--- src/rtl/hazard_unit.sv ---
// Stall/forwarding controller for the 5-stage MIPS pipeline.
// It keeps a shadow copy of every in-flight writer in E/M/W, stalls D when an operand
// cannot be produced in time, and drives the D/E/M forwarding mux selects.
// Optional feature: define HAZARD_STALL_CNT_EN to build the 32-bit stall-cycle counter;
// otherwise stall_cnt is tied to zero and no counter flops exist.
module hazard_unit #(
  parameter int unsigned TNEW_W = 2
) (
  input  logic              clk,
  input  logic              reset,
  input  logic [4:0]        D_rs,
  input  logic [4:0]        D_rt,
  input  logic              D_use_rs,
  input  logic              D_use_rt,
  input  logic [TNEW_W-1:0] D_Tuse_rs,
  input  logic [TNEW_W-1:0] D_Tuse_rt,
  input  logic [4:0]        D_A3,
  input  logic              D_RegWrite,
  input  logic [TNEW_W-1:0] D_Tnew,
  output logic              stall,
  output logic [1:0]        D_fwd_rs,
  output logic [1:0]        D_fwd_rt,
  output logic [1:0]        E_fwd_rs,
  output logic [1:0]        E_fwd_rt,
  output logic              M_fwd_rt,
  output logic [31:0]       stall_cnt
);

  // Forward select encodings
  localparam logic [1:0] FwdNone = 2'b00;
  localparam logic [1:0] FwdE    = 2'b01;
  localparam logic [1:0] FwdM    = 2'b10;
  localparam logic [1:0] FwdW    = 2'b11;

  // Saturating decrement: Tnew never goes below zero as an instruction ages.
  function automatic logic [TNEW_W-1:0] sat_dec(input logic [TNEW_W-1:0] t);
    sat_dec = (t == '0) ? '0 : t - TNEW_W'(1);
  endfunction

  // A stage can forward to a reader only if it writes a non-$0 match and the value exists.
  function automatic logic fwd_hit(input logic              src_we,
                                   input logic [4:0]        src_a3,
                                   input logic [TNEW_W-1:0] src_tnew,
                                   input logic [4:0]        addr);
    fwd_hit = src_we && (src_a3 == addr) && (addr != 5'd0) && (src_tnew == '0);
  endfunction

  // A stage forces a stall when its pending result is later than the reader's deadline.
  function automatic logic late_hit(input logic              src_we,
                                    input logic [4:0]        src_a3,
                                    input logic [TNEW_W-1:0] src_tnew,
                                    input logic [4:0]        addr,
                                    input logic [TNEW_W-1:0] tuse);
    late_hit = src_we && (src_a3 == addr) && (src_tnew > tuse);
  endfunction

  // Shadow pipeline state
  logic [4:0]        e_a3_q, e_a3_d;
  logic              e_we_q, e_we_d;
  logic [TNEW_W-1:0] e_tnew_q, e_tnew_d;
  logic [4:0]        e_rs_q, e_rs_d;
  logic [4:0]        e_rt_q, e_rt_d;

  logic [4:0]        m_a3_q, m_a3_d;
  logic              m_we_q, m_we_d;
  logic [TNEW_W-1:0] m_tnew_q, m_tnew_d;
  logic [4:0]        m_rt_q, m_rt_d;

  logic [4:0]        w_a3_q, w_a3_d;
  logic              w_we_q, w_we_d;
  logic [TNEW_W-1:0] w_tnew_q, w_tnew_d;

  logic stall_rs, stall_rt;

  // Stall detection: only E and M can still be producing; W always has its value.
  always_comb begin
    stall_rs = 1'b0;
    stall_rt = 1'b0;
    if (D_use_rs && (D_rs != 5'd0)) begin
      stall_rs = late_hit(e_we_q, e_a3_q, e_tnew_q, D_rs, D_Tuse_rs) ||
                 late_hit(m_we_q, m_a3_q, m_tnew_q, D_rs, D_Tuse_rs);
    end
    if (D_use_rt && (D_rt != 5'd0)) begin
      stall_rt = late_hit(e_we_q, e_a3_q, e_tnew_q, D_rt, D_Tuse_rt) ||
                 late_hit(m_we_q, m_a3_q, m_tnew_q, D_rt, D_Tuse_rt);
    end
    stall = stall_rs | stall_rt;
  end

  // Next-state of the shadow pipeline: bubble into E on stall, M and W always advance.
  always_comb begin
    e_a3_d   = '0;
    e_we_d   = 1'b0;
    e_tnew_d = '0;
    e_rs_d   = '0;
    e_rt_d   = '0;
    if (!stall) begin
      e_a3_d   = D_A3;
      e_we_d   = D_RegWrite && (D_A3 != 5'd0);
      e_tnew_d = sat_dec(D_Tnew);
      e_rs_d   = D_rs;
      e_rt_d   = D_rt;
    end
    m_a3_d   = e_a3_q;
    m_we_d   = e_we_q;
    m_tnew_d = sat_dec(e_tnew_q);
    m_rt_d   = e_rt_q;
    w_a3_d   = m_a3_q;
    w_we_d   = m_we_q;
    w_tnew_d = '0;
  end

  // Shadow pipeline registers with synchronous active-low reset.
  always_ff @(posedge clk) begin
    if (!reset) begin
      e_a3_q   <= '0;
      e_we_q   <= 1'b0;
      e_tnew_q <= '0;
      e_rs_q   <= '0;
      e_rt_q   <= '0;
      m_a3_q   <= '0;
      m_we_q   <= 1'b0;
      m_tnew_q <= '0;
      m_rt_q   <= '0;
      w_a3_q   <= '0;
      w_we_q   <= 1'b0;
      w_tnew_q <= '0;
    end else begin
      e_a3_q   <= e_a3_d;
      e_we_q   <= e_we_d;
      e_tnew_q <= e_tnew_d;
      e_rs_q   <= e_rs_d;
      e_rt_q   <= e_rt_d;
      m_a3_q   <= m_a3_d;
      m_we_q   <= m_we_d;
      m_tnew_q <= m_tnew_d;
      m_rt_q   <= m_rt_d;
      w_a3_q   <= w_a3_d;
      w_we_q   <= w_we_d;
      w_tnew_q <= w_tnew_d;
    end
  end

  // D-stage forwarding: youngest ready producer wins (E > M > W); valid while stalled.
  always_comb begin
    D_fwd_rs = FwdNone;
    if (fwd_hit(e_we_q, e_a3_q, e_tnew_q, D_rs)) begin
      D_fwd_rs = FwdE;
    end else if (fwd_hit(m_we_q, m_a3_q, m_tnew_q, D_rs)) begin
      D_fwd_rs = FwdM;
    end else if (fwd_hit(w_we_q, w_a3_q, w_tnew_q, D_rs)) begin
      D_fwd_rs = FwdW;
    end

    D_fwd_rt = FwdNone;
    if (fwd_hit(e_we_q, e_a3_q, e_tnew_q, D_rt)) begin
      D_fwd_rt = FwdE;
    end else if (fwd_hit(m_we_q, m_a3_q, m_tnew_q, D_rt)) begin
      D_fwd_rt = FwdM;
    end else if (fwd_hit(w_we_q, w_a3_q, w_tnew_q, D_rt)) begin
      D_fwd_rt = FwdW;
    end
  end

  // E-stage forwarding (M > W) and M-stage store-data forwarding from W.
  always_comb begin
    E_fwd_rs = FwdNone;
    if (fwd_hit(m_we_q, m_a3_q, m_tnew_q, e_rs_q)) begin
      E_fwd_rs = FwdM;
    end else if (fwd_hit(w_we_q, w_a3_q, w_tnew_q, e_rs_q)) begin
      E_fwd_rs = FwdW;
    end

    E_fwd_rt = FwdNone;
    if (fwd_hit(m_we_q, m_a3_q, m_tnew_q, e_rt_q)) begin
      E_fwd_rt = FwdM;
    end else if (fwd_hit(w_we_q, w_a3_q, w_tnew_q, e_rt_q)) begin
      E_fwd_rt = FwdW;
    end

    M_fwd_rt = fwd_hit(w_we_q, w_a3_q, w_tnew_q, m_rt_q);
  end

`ifdef HAZARD_STALL_CNT_EN
  logic [31:0] stall_cnt_q;

  // Stall-cycle counter; wraps naturally at 2^32.
  always_ff @(posedge clk) begin
    if (!reset) begin
      stall_cnt_q <= '0;
    end else if (stall) begin
      stall_cnt_q <= stall_cnt_q + 32'd1;
    end
  end

  assign stall_cnt = stall_cnt_q;
`else
  assign stall_cnt = 32'd0;
`endif

endmodule
--- config.mk ---
export PLATFORM = sky130hd
export DESIGN_NAME = hazard_unit
export DESIGN_NICKNAME = d
export VERILOG_FILES = /design/src/rtl/hazard_unit.sv
export SDC_FILE = /design/constraint.sdc
export NUM_CORES = 1
export LEC_CHECK = 0
export ABC_AREA = 1
export CAP_MARGIN = 20
export CORE_MARGIN = 5
export CORE_UTILIZATION = 28
export CTS_CLUSTER_DIAMETER = 150
export DETAILED_ROUTE_END_ITERATION = 10
export SETUP_SLACK_MARGIN = 0.1
export SKIP_CTS_REPAIR_TIMING = 1
export SLEW_MARGIN = 20
export SYNTH_ARGS = -nofsm -noshare
export SYNTH_HDL_FRONTEND = slang
export SYNTH_SLANG_ARGS = --single-unit
--- constraint.sdc ---
create_clock -name clk -period 1.3 [get_ports clk]
set_input_delay 0.26 -clock clk [delete_from_list [all_inputs] [get_ports clk]]
set_output_delay 0.26 -clock clk [all_outputs]
set_load 0.02 [all_outputs]
# Word-level counts from Yosys, hierarchy flattened
# Cells that the tools add are included.
dict set report totals {
  wordCells 91
  regBits 37
  out_inout_bits 42
  input_bits 26
}
dict set report classes {
  order_cmp 4
  n_eq_ne 11
  n_reduce_logical 49
  bitwise_logic 2
  n_addsub 2
  muxes 12
}
# cell count
set op_table {}
lappend op_table {{== test 5 bit} 11}
lappend op_table {{logical AND 1 bit} 35}
lappend op_table {{nonzero test 5 bit} 6}
lappend op_table {{two-way mux 2 bit} 10}
lappend op_table {{greater-than comparator 2 bit} 4}
lappend op_table {{zero test 2 bit} 3}
lappend op_table {{OR reduction 2 bit} 2}
lappend op_table {{subtractor 2 x 1 -> 2 bit, second input constant} 2}
lappend op_table {{OR reduction 3 bit} 1}
lappend op_table {{logical OR 1 bit} 2}
lappend op_table {{two-way mux 1 bit} 2}
lappend op_table {{inverter 1 bit} 1}
lappend op_table {{bitwise OR 1 bit} 1}

# Depth between registers and ports, before layout
# Gate-level depths: netlist of the first run.
dict set report depth {
  word_depth 7
  mapped_depth 12
  depth_no_buf 10
}

# Least setup slack after synthesis of the first run
# OpenSTA, ideal clock, no wires.
dict set report synth_timing {
  kind {register -> output}
  from {register w_a3_q[3]}
  to {output port D_fwd_rt[1]}
  arrival_time_ns 1.342
  path_stages_with_launch 6
  path_buffers 1
  slack_ns -0.302
  path_cell_list {dfxtp_1 -> clkbuf_1 -> o22ai_1 -> nor3_1 -> nand3_1 -> a21oi_1}
}
dict set report synth_via {
  elab_chain_cells 6
}
# element line
set synth_rtl {}
lappend synth_rtl {{from (decl)} 69} ;# logic [4:0] w_a3_q, w_a3_d;
lappend synth_rtl {{from (signal assigned)} 138} ;# w_a3_q <= w_a3_d;
lappend synth_rtl {{== test 5 bit} 45} ;# fwd_hit = src_we && (src_a3 == addr) && (addr != 5'd0) && (src_tnew == '0);
lappend synth_rtl {{logical AND 1 bit (2 in series)} 45}
lappend synth_rtl {{two-way mux 2 bit} 160} ;# end else if (fwd_hit(w_we_q, w_a3_q, w_tnew_q, D_rt)) begin
lappend synth_rtl {{two-way mux 2 bit} 158} ;# end else if (fwd_hit(m_we_q, m_a3_q, m_tnew_q, D_rt)) begin
lappend synth_rtl {{two-way mux 2 bit} 156} ;# if (fwd_hit(e_we_q, e_a3_q, e_tnew_q, D_rt)) begin
lappend synth_rtl {{to (decl)} 22} ;# output logic [1:0] D_fwd_rt,
# Every way passes these cells.

# Worst setup path in the final report of the first run
dict set report layout_timing {
  from {register w_a3_q[2]}
  to {output port E_fwd_rs[0]}
}
dict set report layout_via {
  elab_chain_cells 5
}
# element line
set layout_rtl {}
lappend layout_rtl {{== test 5 bit} 45}
lappend layout_rtl {{logical AND 1 bit (2 in series)} 45}
lappend layout_rtl {{two-way mux 2 bit} 170} ;# end else if (fwd_hit(w_we_q, w_a3_q, w_tnew_q, e_rs_q)) begin
lappend layout_rtl {{two-way mux 2 bit} 168} ;# if (fwd_hit(m_we_q, m_a3_q, m_tnew_q, e_rs_q)) begin
lappend layout_rtl {{to (decl)} 23} ;# output logic [1:0] E_fwd_rs,
# Every way passes these cells.

==> impl_metrics.py, run 1 <==
metrics = {
    "finish": {
        "fin_util": 0.446,
        "drive_above_1_share": 0.389,
        "insertedDiodeCount": 0,
        "syn_to_final_growth_pct": 55.0,
        "num-nets-final": 521,
        "instances_no_fill": 594,
    },
    "critical_path": {
        "worst_setup_path_end_kind": "output port",
        "r2r.worst_path.cells": 10,
        "cp-endpoint": "E_fwd_rs[0]",
        "crit_buf_inv": 2,
        "cp.depth": 6,
        "path_class": "flop to output port",
        "crit_chain": "buf_6 > xor2_1 > nor3_1 > nand4_1 > nor2_4 > buf_6",
        "start_kind": "flop",
        "crit_required_ns": 1.04,
        "r2r_setup_slack_ns": -0.39,
        "worstPathArrival_ns": 1.61,
        "crit_family": "simple AND/OR/NAND/NOR gates",
        "cp-startpoint": "w_a3_q[2]",
        "rr_startpoint": "m_tnew_q[1]",
        "cp_max_fo": 5,
        "cp_slowest_stage_delay_ns": 0.38,
        "r2r-end": "e_rs_q[2]",
        "cp_slowest_cell": "dfxtp_4",
        "crit_top_cell": "buf_6",
    },
    "logic_synthesis": {
        "synth_seq_cells": 37,
        "synth-edff-count": 0,
        "synth_top_area_cell": "dfxtp_1",
        "synthArstFlopShare": 0,
        "syn-instance-count": 382,
        "synth_top_cells_by_count": "nand2_1, inv_1, nor2_1, dfxtp_1, buf_4",
        "seq_area_frac_synth": 0.294,
        "ys.flop_type": "dfxtp_1",
        "synth_area_leaders": "dfxtp_1, nand2_1, inv_1",
        "avgSynthCellArea_um2": 6.61,
        "synthDominantCellAreaShare": 0.294,
        "ys.warnings.count": 0,
        "synth_most_common_cell": "nand2_1",
        "synth_cell_types": 27,
        "syn_area_um2": 2520,
    },
    "power_and_ir_drop": {
        "powerDensity_nw_per_um2": 741,
        "p_sw_frac": 0.336,
        "p_int_mw": 1.92,
        "clockPowerShare": 0.294,
        "ir_drop_mv": 0.461,
        "p_comb_frac": 0.277,
        "share_seq_of_total_power": 0.430,
        "total_power_mw": 2.90,
        "power.switching_uw": 975,
        "p_leak_nw": 2.06,
    },
    "job": {
        "max_cap_violations": 0,
    },
    "floorplanning": {
        "ioPinCount": 68,
        "fp.dieH_um": 105,
        "start_util": 0.288,
        "die_w_um": 105,
        "fp.dieArea_um2": 11000,
        "num_rows": 34,
        "design.core.area_um2": 8760,
    },
    "outcome": {
        "status": "finished with violations",
        "failed_checks": "setup timing",
    },
    "sta": {
        "rsz0062_at_grt": "yes",
        "clock_skew_ns": 0.00517,
        "period_share": 1.44,
        "setup_ws_ns": -0.567,
        "layout_min_cycle_time_ns": 1.87,
        "setup_viol": 28,
        "finalMaxSlewViolations": 0,
        "fmax_ghz": 0.535,
        "hold_violations": 0,
    },
    "drt": {
        "wl_per_cell_um": 12.8,
        "drt_iter0_drc": 126,
        "drcViolationCount": 0,
        "drt_pass1_iterations": 4,
        "via_per_inst": 4.34,
        "wl_um": 7610,
        "num_vias": 2580,
        "final_antenna_net_count": 0,
    },
    "global_routing": {
        "grt_pass1_wl_um": 11400,
        "grt_max_degree": 18,
        "grt-ovfl-total": 0,
        "grt_pass1_vias": 2366,
        "grt_antenna_before_repair": 0,
        "groute.usage.overall": 0.127,
    },
    "cts": {
        "numCtsBuffers": 5,
        "clock-sinks": 37,
        "clk_pin_slew_worst_paths_ns": 0.08,
        "worstSkewPairLatency_ns": 0.30,
        "cts_root_buf": "clkbuf_8",
        "cts_tree": "yes",
        "cts_max_level": 2,
        "clock_path_buffers": 2,
    },
    "hold_path": {
        "holdCritPathClass": "input port to flop",
        "hold_depth": 4,
    },
    "placement": {
        "gp_congestion": 0.930,
        "dp.cells": 577,
        "numPortBuffers": 35,
        "post-dp-hpwl_um": 5830,
    },
}
-- routing by layer --
layer  vias up  GRT usage  wire length (µm)
met1      1165      0.161              3320
met4         0     0.0338                49
li1       1327          -                 -
met5         -          0                 0
met3         6     0.0259               478
met2        82      0.218              3770
-- layout by cell type (no fill, tap or decap), types with 5 or more instances in the layout --
master	n
buf_6	16
nand2_1	67
clkbuf_8	5
xnor2_1	7
dlymetal6s2s_1	14
nor2_1	27
clkdlybuf4s50_1	11
dfxtp_4	6
nand4_1	8
conb_1	32
xor2_1	11
a21oi_1	7
inv_1	55
nor3_1	6
nand3_1	16
nor2_2	17
nand2_2	6
a21oi_2	8
ha_4	5
inv_2	15
dfxtp_2	10
dfxtp_1	21
buf_4	64
-- sequential cells by signal, summed over array words and instances (netlist names), 2 cells and up --
signal and cells:
e_a3_q 5, w_a3_q 5, m_tnew_q 2, m_a3_q 5, e_rs_q 5, e_tnew_q 2
e_rt_q 5, m_rt_q 5
-- how the worst min path moves through the flow --
stage	slack, ns	end	startpoint
6_report	0.39	e_rs_q[4]	D_rs[4]
5_1_grt	0.41	e_rs_q[2]	D_rs[2]
4_1_cts	0.42	m_tnew_q[0]	e_tnew_q[0]
3_5_place_dp	0.41	m_tnew_q[0]	e_tnew_q[0]
3_3_place_gp	0.41	m_tnew_q[0]	e_tnew_q[0]
2_1_floorplan	0.33	e_tnew_q[0]	D_Tnew[0]
-- logic make-up after synthesis --
group	share of synthesized area
fa+ha+maj	0.0496
compound gates	0.0679
other cells	0.00149
flops	0.294
xor+xnor	0.0729
simple gates	0.293
buf+inv	0.222
-- power by group through the flow --
stage | registers [mW] | clock network, mW | logic (mW)
after global placement | 1.27 | 0 | 0.691
final | 1.25 | 0.851 | 0.802
after detailed placement | 1.27 | 0 | 0.701
after CTS | 1.24 | 0.854 | 0.704
after floorplan | 1.25 | 0 | 0.490
after global routing | 1.25 | 0.909 | 0.883
-- worst reg2reg max path: stages (launching register included) --
cell     delay, ns
dfxtp_4       0.38
ha_4          0.28
nand2_2       0.05
a22oi_2       0.14
nand3_1       0.09
nand2_1       0.09
nand2_2       0.09
buf_4         0.15
buf_6         0.12
nand3_4       0.15
nor2_2        0.05
-- final cells by class --
| class | count | area (µm²) |
|---|---|---|
| fill | 854 | 4850 |
| multi-input combinational | 265 | 1700 |
| timing repair buffer | 105 | 946 |
| sequential | 37 | 776 |
| inverter | 71 | 269 |
| tap | 108 | 135 |
| clock buffer | 5 | 68.8 |
| clock inverter | 3 | 20.0 |
-- stage by stage --
stage / setup TNS (ns) / cell area (µm²) / hold slack [ns] / setup slack, ns
after floorplan: -1.56 / 2790 / 0.332 / -0.147
after global placement: -24.34 / 3420 / 0.410 / -1.23
after detailed placement: -24.64 / 3420 / 0.409 / -1.26
after CTS: -20.84 / 3510 / 0.421 / -1.27
after global routing: -14.11 / 3910 / 0.413 / -0.689
final: -11.82 / 3910 / 0.393 / -0.567
(Power assumes the default switching activity.)
==> run 2: changes to the inputs <==
Settings changed: CTS_BUF_LIST set to sky130_fd_sc_hd__clkbuf_16, TNS_END_PERCENT set to 10.
==> run 2 against run 1 <==
Compared with the run above: the run still ends with setup timing left; fmax up 0.26%; worst setup slack improved by 0.0048 ns; hold slack lost 0.075 ns; largest power group is now clock; highest routed layer unchanged.
==> impl_metrics.py, run 2 (synthesis gave the netlist of run 1 again) <==
metrics = {
    "cts": {
        "numCtsBuffers": 5,
        "clock-sinks": 37,
        "clk_pin_slew_worst_paths_ns": 0.06,
        "clock_path_buffers": 2,
        "cts_tree": "yes",
        "cts_root_buf": "clkbuf_16",
        "cts_max_level": 2,
        "worstSkewPairLatency_ns": 0.28,
    },
    "hold_path": {
        "hold_depth": 3,
        "hold_start": "D_rs[3]",
        "holdCritPathClass": "input port to flop",
    },
    "placement": {
        "numPortBuffers": 35,
        "dp.cells": 580,
        "placed_area_um2": 3370,
        "post-dp-hpwl_um": 5830,
        "gp_congestion": 0.847,
    },
    "finish": {
        "insertedDiodeCount": 0,
        "finalInstanceArea_um2": 3830,
        "final_common_cell": "buf_4",
        "num-nets-final": 517,
        "instances_no_fill": 590,
        "fillCellCount": 865,
        "final_cell_mix": "buf_4, nand2_1, inv_1",
        "syn_to_final_growth_pct": 51.7,
        "drive_above_1_share": 0.344,
    },
    "critical_path": {
        "path_class": "flop to output port",
        "worstPathArrival_ns": 1.60,
        "rr_startpoint": "m_tnew_q[1]",
        "cp-startpoint": "e_a3_q[4]",
        "start_kind": "flop",
        "cp_max_fo": 4,
        "crit_required_ns": 1.04,
        "worst_setup_path_end_kind": "output port",
        "r2r.worst_path.cells": 10,
    },
    "power_and_ir_drop": {
        "powerDensity_nw_per_um2": 934,
        "total_power_mw": 3.58,
        "ir_drop_mv": 0.594,
        "p_leak_nw": 2.06,
    },
    "floorplanning": {
        "design.core.area_um2": 8760,
        "ioPinCount": 68,
        "num_rows": 34,
        "fp.dieH_um": 105,
        "die_w_um": 105,
        "start_util": 0.288,
        "fp.dieArea_um2": 11000,
    },
    "sta": {
        "hold_ws_ns": 0.318,
        "fmax_ghz": 0.537,
        "setup_viol": 28,
        "layout_min_cycle_time_ns": 1.86,
        "fin_tns_setup_ns": -12.30,
        "hold_violations": 0,
        "clock_skew_ns": 0.00172,
        "rsz0062_at_grt": "yes",
        "period_share": 1.43,
        "setup_ws_ns": -0.563,
        "finalMaxSlewViolations": 0,
    },
    "drt": {
        "final_antenna_net_count": 0,
        "via_per_inst": 4.37,
        "drt_iter0_drc": 105,
        "num_vias": 2580,
        "wl_per_cell_um": 12.8,
        "drt_pass1_iterations": 4,
        "wl_um": 7540,
        "drcViolationCount": 0,
    },
    "outcome": {
        "status": "finished with violations",
        "failed_checks": "setup timing",
    },
    "global_routing": {
        "grt_antenna_before_repair": 0,
        "grt_max_degree": 18,
        "grt_pass1_vias": 2567,
        "groute.usage.overall": 0.132,
        "grt-ovfl-total": 0,
        "grt_pass1_wl_um": 12000,
    },
    "job": {
        "max_cap_violations": 0,
    },
}
-- run 2: worst paths after layout --
kind	to	slack, ns
setup / recovery	D_fwd_rt[1]	-0.56
hold / removal	e_rs_q[3]	0.32
setup reg to reg	e_rt_q[0]	-0.44
hold reg to reg	w_we_q	0.42
-- run 2: layer usage --
metal  vias up  part of all wire  track usage
li1       1326                 -            -
met1      1134              0.41        0.168
met2       108              0.48        0.222
met3        12             0.093       0.0333
met4         0             0.014       0.0347
met5         -                 0            0
-- run 2: worst max-delay path, cell delays in order (launching register included) --
cell and delay, ns:
dfxtp_2 0.38, nor2_2 0.07, nor4_2 0.28, nand3_1 0.19, nor2_2 0.17, a21oi_2 0.06
buf_4 0.16
-- run 2: stage by stage --
stage / worst slack, ns / utilization
2_1_floorplan: -0.148 / -
3_5_place_dp: -1.19 / 0.384
3_3_place_gp: -1.18 / 0.384
6_report: -0.563 / 0.437
4_1_cts: -1.24 / 0.406
5_1_grt: -0.648 / 0.437
-- run 2: power by group --
part           internal (mW)  switching (mW)
logic                  0.339           0.421
registers               1.19          0.0634
clock network           1.10           0.472
total                   2.62           0.956
-- run 2: area by class of cell --
type | count | area [µm²] | area share
multi-input cells | 264 | 1580 | 0.412
inverters | 71 | 274 | 0.0716
flip-flops and latches | 37 | 776 | 0.203
clock buffers | 5 | 125 | 0.0327
well taps | 108 | 135 | 0.0353
clock inverters | 3 | 65.1 | 0.0170
repair buffers | 102 | 876 | 0.229
==> run 3: changes to the inputs <==
Clock period 1.3 ns to 2 ns, I/O delays scaled along.
==> run 3 against run 2 <==
Compared with the run above: the flow now finishes without violations; combinational power fell by 42%; first-iteration DRC count grew 18%; final cell count decreased by 1.4%; critical path type unchanged; largest power group unchanged; highest routed layer unchanged.
==> impl_metrics.py, run 3 (synthesis gave the netlist of run 1 again) <==
metrics = {
    "outcome": {
        "status": "complete, no violations",
    },
    "drt": {
        "drt_iter0_drc": 124,
        "wl_um": 6860,
        "via_per_inst": 4.41,
        "drt_pass1_iterations": 4,
        "drcViolationCount": 0,
        "final_antenna_net_count": 0,
        "num_vias": 2564,
        "wl_per_cell_um": 11.8,
    },
    "finish": {
        "num-nets-final": 509,
        "finalInstanceArea_um2": 3610,
        "final_common_cell": "nand2_1",
        "final_cell_mix": "nand2_1, buf_4, inv_1",
        "fin_util": 0.412,
        "drive_above_1_share": 0.283,
        "syn_to_final_growth_pct": 43.2,
        "insertedDiodeCount": 0,
    },
    "power_and_ir_drop": {
        "ir_drop_mv": 0.358,
        "p_leak_nw": 1.98,
        "total_power_mw": 2.15,
        "powerDensity_nw_per_um2": 595,
    },
    "cts": {
        "worstSkewPairLatency_ns": 0.28,
        "clk_pin_slew_worst_paths_ns": 0.06,
        "cts_root_buf": "clkbuf_16",
        "numCtsBuffers": 5,
        "clock_path_buffers": 2,
        "clock-sinks": 37,
        "cts_tree": "yes",
        "cts_max_level": 2,
    },
    "placement": {
        "placed_area_um2": 3250,
        "gp_congestion": 0.893,
        "post-dp-hpwl_um": 5570,
        "numPortBuffers": 35,
    },
    "floorplanning": {
        "fp.dieArea_um2": 11000,
        "die_w_um": 105,
        "ioPinCount": 68,
        "num_rows": 34,
        "design.core.area_um2": 8760,
        "fp.dieH_um": 105,
        "start_util": 0.288,
    },
    "global_routing": {
        "grt_pass1_wl_um": 10900,
        "met3_usage": 0.0228,
        "top_usage_layer": "met2",
        "grt_max_degree": 17,
        "grt-ovfl-total": 0,
        "use_met2": 0.208,
        "groute.usage.overall": 0.120,
        "grt_antenna_before_repair": 0,
        "grtUsageMet1": 0.154,
        "grt_pass1_vias": 2340,
    },
    "critical_path": {
        "worst_setup_path_end_kind": "output port",
        "worstPathArrival_ns": 1.60,
        "crit_buf_inv": 2,
        "crit_family": "flip-flops",
        "start_kind": "flop",
        "path_class": "flop to output port",
        "cp_slowest_stage_delay_ns": 0.37,
        "cp_slowest_cell": "dfxtp_4",
        "cp_max_fo": 6,
        "crit_top_cell": "buf_4",
        "crit_required_ns": 1.60,
        "crit_chain": "buf_4 > xor2_1 > nor3_2 > nand3_1 > a21oi_2 > buf_4",
    },
    "sta": {
        "finalMaxSlewViolations": 0,
        "fmax_ghz": 0.501,
        "hold_violations": 0,
        "period_share": 0.998,
        "setup_viol": 0,
        "clock_skew_ns": 0.00625,
        "hold_ws_ns": 0.418,
        "rsz0062_at_grt": "yes",
        "layout_min_cycle_time_ns": 2.00,
    },
    "hold_path": {
        "holdCritPathClass": "flop to flop",
    },
    "job": {
        "max_cap_violations": 0,
    },
}
## run 3: metrics by stage
| stage | TNS [ns] | setup WS [ns] | instances |
|---|---|---|---|
| after floorplan | 0 | 0.205 | 413 |
| after global placement | -8.06 | -0.850 | 570 |
| after detailed placement | -8.09 | -0.840 | 570 |
| after CTS | -6.24 | -0.844 | 578 |
| after global routing | -0.436 | -0.0839 | 582 |
| final | 0 | 0.00377 | 582 |
## run 3: metal layers
layer / up-vias / part of all wire
met4: 0 / 0.018
met2: 106 / 0.47
met5: - / 0
met3: 12 / 0.077
li1: 1311 / -
met1: 1135 / 0.43
## run 3: power by group
part	switching [mW]	internal (mW)	total (mW)
clock network	0.305	0.589	0.895
logic	0.248	0.194	0.442
registers	0.0404	0.773	0.813
## run 3: layout make-up
cell class	count	area (µm²)
flip-flops and latches	37	759
well taps	108	135
fillers	889	5150
clock buffers	5	125
inverters	71	269
repair buffers	94	811
multi-input cells	264	1470
clock inverters	3	46.3
## run 3: final timing paths
check        depth (start not counted)   startpoint     endpoint  slack, ns
max reg2reg                          9  m_tnew_q[1]    e_rs_q[3]       0.35
min reg2reg                          2       m_we_q       w_we_q       0.42
max                                  6    w_a3_q[2]  D_fwd_rt[1]      0.004
min                                  2       m_we_q       w_we_q       0.42
## run 3: tightest hold or removal path, cell delays in order, from the launching register on
cell and delay, ns:
dfxtp_1 0.30, nand2_1 0.05, inv_1 0.03
